### src/rtl/fir_seq_pkg.sv
// Shared types and defaults for the FIR stream sequencer.
// State encoding plus sample/result widths.
package fir_seq_pkg;
  localparam int DATA_W_DEF = 16;
  localparam int OUT_W_DEF  = 32;
  localparam int UCNT_W     = 16;

  typedef enum logic [1:0] {
    IDLE,
    FLUSH,
    RUN,
    DRAIN
  } state_t;
endpackage

### src/rtl/fir_sample_fifo.sv
// Ingress sample FIFO, first-word fall-through.
// Pointers wrap modulo the power-of-2 depth.
module fir_sample_fifo #(
  parameter int DATA_W     = 16,
  parameter int FIFO_DEPTH = 4
) (
  input  logic              clk,
  input  logic              reset,
  input  logic              clr,
  input  logic              push,
  input  logic              pop,
  input  logic [DATA_W-1:0] din,
  output logic [DATA_W-1:0] dout,
  output logic              full,
  output logic              empty
);
  localparam int AW = $clog2(FIFO_DEPTH);
  localparam int CW = $clog2(FIFO_DEPTH + 1);

  logic [DATA_W-1:0] mem [FIFO_DEPTH];
  logic [AW-1:0]     wptr;
  logic [AW-1:0]     rptr;
  logic [CW-1:0]     cnt;
  logic              wr;
  logic              rd;

  assign wr    = push && !clr;
  assign rd    = pop && !clr;
  assign dout  = mem[rptr];
  assign full  = (cnt == CW'(FIFO_DEPTH));
  assign empty = (cnt == '0);

  always_ff @(posedge clk) begin
    if (wr) mem[wptr] <= din;
  end

  always_ff @(posedge clk) begin
    if (reset || clr) begin
      wptr <= '0;
      rptr <= '0;
      cnt  <= '0;
    end else begin
      if (wr) wptr <= wptr + 1'b1;
      if (rd) rptr <= rptr + 1'b1;
      if (wr && !rd)      cnt <= cnt + 1'b1;
      else if (rd && !wr) cnt <= cnt - 1'b1;
    end
  end
endmodule

### src/rtl/fir_stream_sequencer.sv
// Feeds a free-running FIR from a buffered stream and
// re-qualifies its output with a delayed tag.
module fir_stream_sequencer
  import fir_seq_pkg::*;
#(
  parameter int DATA_W      = DATA_W_DEF,
  parameter int OUT_W       = OUT_W_DEF,
  parameter int NUM_TAPS    = 16,
  parameter int FIR_LATENCY = 3,
  parameter int FIFO_DEPTH  = 4
) (
  input  logic              clk,
  input  logic              reset,
  input  logic              start,
  input  logic              stop,
  input  logic [DATA_W-1:0] s_data,
  input  logic              s_valid,
  output logic              s_ready,
  output logic [DATA_W-1:0] fir_data,
  input  logic [OUT_W-1:0]  fir_result,
  output logic [OUT_W-1:0]  m_data,
  output logic              m_valid,
  output logic              underrun,
  output logic [UCNT_W-1:0] underrun_cnt,
  output logic              busy
);
  localparam int ZW = $clog2(NUM_TAPS + 1);

  state_t              state;
  state_t              nstate;
  logic [ZW-1:0]       zcnt;
  logic                zload;
  logic                zdec;
  logic                pop;
  logic                push;
  logic                fclr;
  logic                full;
  logic                empty;
  logic [DATA_W-1:0]   dout;
  logic [DATA_W-1:0]   nxt_data;
  logic                nxt_tag;
  logic                urun;
  logic                cclr;
  logic [FIR_LATENCY:0] tp;

  fir_sample_fifo #(
    .DATA_W    (DATA_W),
    .FIFO_DEPTH(FIFO_DEPTH)
  ) u_fifo (
    .clk  (clk),
    .reset(reset),
    .clr  (fclr),
    .push (push),
    .pop  (pop),
    .din  (s_data),
    .dout (dout),
    .full (full),
    .empty(empty)
  );

  // a full FIFO still accepts when the head leaves this cycle
  assign s_ready = !reset && (state == FLUSH || state == RUN)
                   && (!full || pop);
  assign push    = s_valid && s_ready;
  assign busy    = (state != IDLE);

  always_comb begin
    nstate   = state;
    zload    = 1'b0;
    zdec     = 1'b0;
    pop      = 1'b0;
    fclr     = 1'b0;
    nxt_data = '0;
    nxt_tag  = 1'b0;
    urun     = 1'b0;
    cclr     = 1'b0;
    unique case (state)
      IDLE: begin
        if (start && !stop) begin
          nstate = FLUSH;
          zload  = 1'b1;
          cclr   = 1'b1;
        end
      end
      FLUSH: begin
        if (stop) begin
          nstate = IDLE;
          fclr   = 1'b1;
        end else if (zcnt == '0) begin
          nstate = RUN;
        end else begin
          zdec = 1'b1;
        end
      end
      RUN: begin
        nxt_tag = 1'b1;
        if (!empty) begin
          pop      = 1'b1;
          nxt_data = dout;
        end else begin
          urun = 1'b1;
        end
        if (stop) begin
          nstate = DRAIN;
          zload  = 1'b1;
        end
      end
      DRAIN: begin
        nxt_tag = 1'b1;
        if (!empty) begin
          pop      = 1'b1;
          nxt_data = dout;
        end else if (zcnt == '0) begin
          nstate = IDLE;
        end else begin
          zdec = 1'b1;
        end
      end
      default: nstate = IDLE;
    endcase
  end

  always_ff @(posedge clk) begin
    if (reset) begin
      state        <= IDLE;
      zcnt         <= '0;
      fir_data     <= '0;
      underrun     <= 1'b0;
      underrun_cnt <= '0;
      tp           <= '0;
      m_valid      <= 1'b0;
      m_data       <= '0;
    end else begin
      state    <= nstate;
      fir_data <= nxt_data;
      underrun <= urun;
      tp       <= {tp[FIR_LATENCY-1:0], nxt_tag};
      m_valid  <= tp[FIR_LATENCY];
      if (tp[FIR_LATENCY]) m_data <= fir_result;
      if (zload)     zcnt <= ZW'(NUM_TAPS - 1);
      else if (zdec) zcnt <= zcnt - 1'b1;
      if (cclr)
        underrun_cnt <= '0;
      else if (urun && underrun_cnt != '1)
        underrun_cnt <= underrun_cnt + 1'b1;
    end
  end
endmodule

### config.mk
export PLATFORM = sky130hd
export DESIGN_NAME = fir_stream_sequencer
export DESIGN_NICKNAME = d
export VERILOG_FILES = /design/src/rtl/fir_seq_pkg.sv /design/src/rtl/fir_sample_fifo.sv /design/src/rtl/fir_stream_sequencer.sv
export SDC_FILE = /design/constraint.sdc
export NUM_CORES = 1
export LEC_CHECK = 0
export BUFFER_PORTS_ARGS = -buffer_cell sky130_fd_sc_hd__buf_2
export CORE_MARGIN = 2
export CORE_UTILIZATION = 50
export DETAILED_ROUTE_END_ITERATION = 16
export GPL_ROUTABILITY_DRIVEN = 0
export PLACE_DENSITY = 0.74
export SLEW_MARGIN = 20
export SYNTH_ARGS = -nofsm -noshare
export SYNTH_HDL_FRONTEND = slang
export SYNTH_SLANG_ARGS = --single-unit
### constraint.sdc
create_clock -name clk -period 5.9 [get_ports clk]
set_input_delay 0.59 -clock clk [delete_from_list [all_inputs] [get_ports clk]]
set_output_delay 0.59 -clock clk [all_outputs]
set_load 0.02 [all_outputs]
==> results.tsv <==
metric	value	unit
p_clk_share	47.2	%
slew_headroom	36.44	%
p_int	1.777	mW
status	finished clean	
path_class	register to register	
cpMaxStageDelayCell	fa_1	
synth.top_cell.area_share	33.65	%
core.rowCount	39	
dieHeight	110.9	um
core	0.01127	mm^2
pwr-share-comb	4.9	%
syn_to_final_growth	23.00	%
layout_common_cells	buf_2 (120), dfxtp_1 (83), edfxtp_1 (64)	
grt_pass1_wl	17.23	mm
die-width	110.9	um
finalPower	2.283	mW
synth_nets	497	
wl_met1	4.559	mm
reg2reg_slack	3130	ps
portBuffers	120	
dieArea	0.01229	mm^2
swShare	22.20	%
max_stage_delay	370	ps
power_density	325.0	mW/mm^2
layout.nets	618	
cts_setup_buffers	0	
synthXorXnorAreaFrac	3.373	%
grt_max_degree	51	
hold_class	primary input to register	
cts.sinks	148	
clk-insertion-delay-late	430	ps
p_leak	2.769	nW
drt_iter0_drc	240	
root_buffer	clkbuf_16	
cp-start-kind	register	
synthAdderAreaFrac	2.979	%
antenna_found_initial	0	
crit_path_max_fanout	7	
finClkSkew	17.06	ps
crit_arrival	3110	ps
critPathCapture	u_fifo.cnt[2]	
cp_top_family	simple AND/OR/NAND/NOR gates	
ys_ff_latch	148	
peakVddDrop	0.0002820	V
fill_cells	879	
yosys.area.top_type	edfxtp_1	
numCtsBuffers	17	
first_global_vias	3601	
r2r_start	state[0]	
crit_buf_inv	2	
grt_use_total	18.09	%
required	6240	ps
io_pins	121	
async_flop_share	0	%
drtPass1Iterations	4	
layout_commonest_cell	buf_2	
seq_power_share	48.0	%
start_util	50.67	%
cts_max_level	4	
met2WireLength	5.354	mm
ant_nets	0	
synthTopCellsByArea	edfxtp_1 (34%), dfxtp_1 (29%), mux4_2 (6.3%)	
timing.final.crit_share	46.92	%
startpoint	state[0]	
cts_hold_buf	0	
regArea	0.003605	mm^2
setup_tns	0	ps
multiInputGateArea	0.001997	mm^2
fin_util	62.33	%
max_freq	361.3	MHz
drive_above_1_share	30.97	%
diodes	0	
synth_top_family_by_area	simple AND/OR/NAND/NOR gates	
synth_edf_count	64	
critPathCaptureType	register	
hold_viol	0	
synth_warnings	0	
path_cells	inv_1, ha_1, nor2_1, nand3_1, and4b_1, and2_1, ha_1, inv_1, fa_1, xor2_1, or3_1, a21oi_1	
synthSimpleGateAreaFrac	13.67	%
wire_per_inst	15.04	um
ys_types	46	
p_sw	506.9	uW
finalInstanceArea	0.007025	mm^2
period_needed	2768	ps
routed_wl	10.65	mm
synth_ff_type	dfxtp_1	
highest_layer	met4	
reg2reg_to	u_fifo.cnt[2]	
drv_cap	0	
synthMuxAreaShare	12.64	%
viasPerCell	5.160	
syn_area_per_cell	13.25	um^2
placed_cell_area	0.006422	mm^2
tightest_slew	953.4	ps
worst-path-stages	12	
cts_max_path_buffers	2	
syn-instance-count	431	
rsz0062_at_grt	no	
vias	3653	
r2r_cells	12	
ctsResizeCount	0	
grt.overflow.total	0	
netlist_area	0.005712	mm^2
synth-compound-area-share	2.300	%
setup-violations-final	0	
drc	0	
clk_pin_slew	60	ps
cts_tree	done	
synth-seq-area-share	63.09	%
met3_wirelength	465	um
dp.final_hpwl	7.057	mm
maxSlewViolCount	0	
## state kept, by name (all words and copies together), names as in the netlist, named ones only
register      count
u_fifo.mem       64
m_data           32
fir_data         16
underrun_cnt     16
zcnt              5
tp                4
u_fifo.cnt        3
u_fifo.rptr       2
u_fifo.wptr       2
m_valid           1
state             1
underrun          1
## metrics by stage
stage	hold WS (ps)	cells	setup WS (ps)
3_3_place_gp	416.5	676	3016
5_1_grt	372.3	708	2927
3_5_place_dp	433.6	676	2933
6_report	375.1	708	3132
2_1_floorplan	413.8	431	3347
4_1_cts	359.0	708	3157
## cells in the mapped netlist, types with 2 or more instances
cell type  count
nor2_1        62
buf_2          5
o21ai_1        3
edfxtp_1      64
nor4b_2        2
inv_1          9
and4_1         3
and3_1         8
ha_1          12
nand2_1       14
xor2_1        17
buf_1          4
nor4_1         2
and2_1         2
nor3_1         5
or3_1          2
clkbuf_1      10
a21oi_1        8
mux2i_1       35
nand2b_1       3
dfxtp_1       84
nand3_1        7
mux4_2        16
xnor2_1        5
nand4_1        8
nor2b_1       21
## worst min-delay path by stage
stage,start,end,slack [ps],depth (start not counted)
after floorplan,tp[0],tp[1],410,1
after global placement,tp[1],tp[2],420,1
after global routing,s_data[11],u_fifo.mem[1][11],370,1
after detailed placement,tp[1],tp[2],430,1
final,s_data[8],u_fifo.mem[2][8],380,1
after CTS,s_data[8],u_fifo.mem[2][8],360,1
## layout make-up
class	count	area share (%)
Clock buffer	18	6.251
Clock inverter	14	2.333
Inverter	9	0.4809
Multi-Input combinational cell	255	28.42
Sequential cell	148	51.31
Tap cell	143	2.547
Timing Repair Buffer	121	8.655
## per-layer routing
metal	GRT usage, %	up-vias
met2	30.06	86
li1	-	1784
met5	0	-
met1	21.19	1760
met4	9.750	0
met3	5.303	23
## cells by family (layout without fill, tap and decap cells)
| kind of cell | after synthesis | count (layout) |
|---|---|---|
| flops | 148 | 148 |
| xor+xnor | 22 | 22 |
| compound gates | 21 | 21 |
| fa+ha+maj | 13 | 13 |
| mux | 52 | 52 |
| buf+inv | 28 | 162 |
| simple gates | 147 | 147 |
## power by group through the flow
stage	Clock [mW]	Combinational, mW	Sequential, mW
finish	1.08	0.111	1.09
global route	1.14	0.124	1.10
CTS	1.10	0.112	1.09
detailed placement	0	0.111	1.12
global placement	0	0.106	1.12
floorplan	0	0.0702	1.11
No activity file was read; power rests on OpenSTA's default activity.
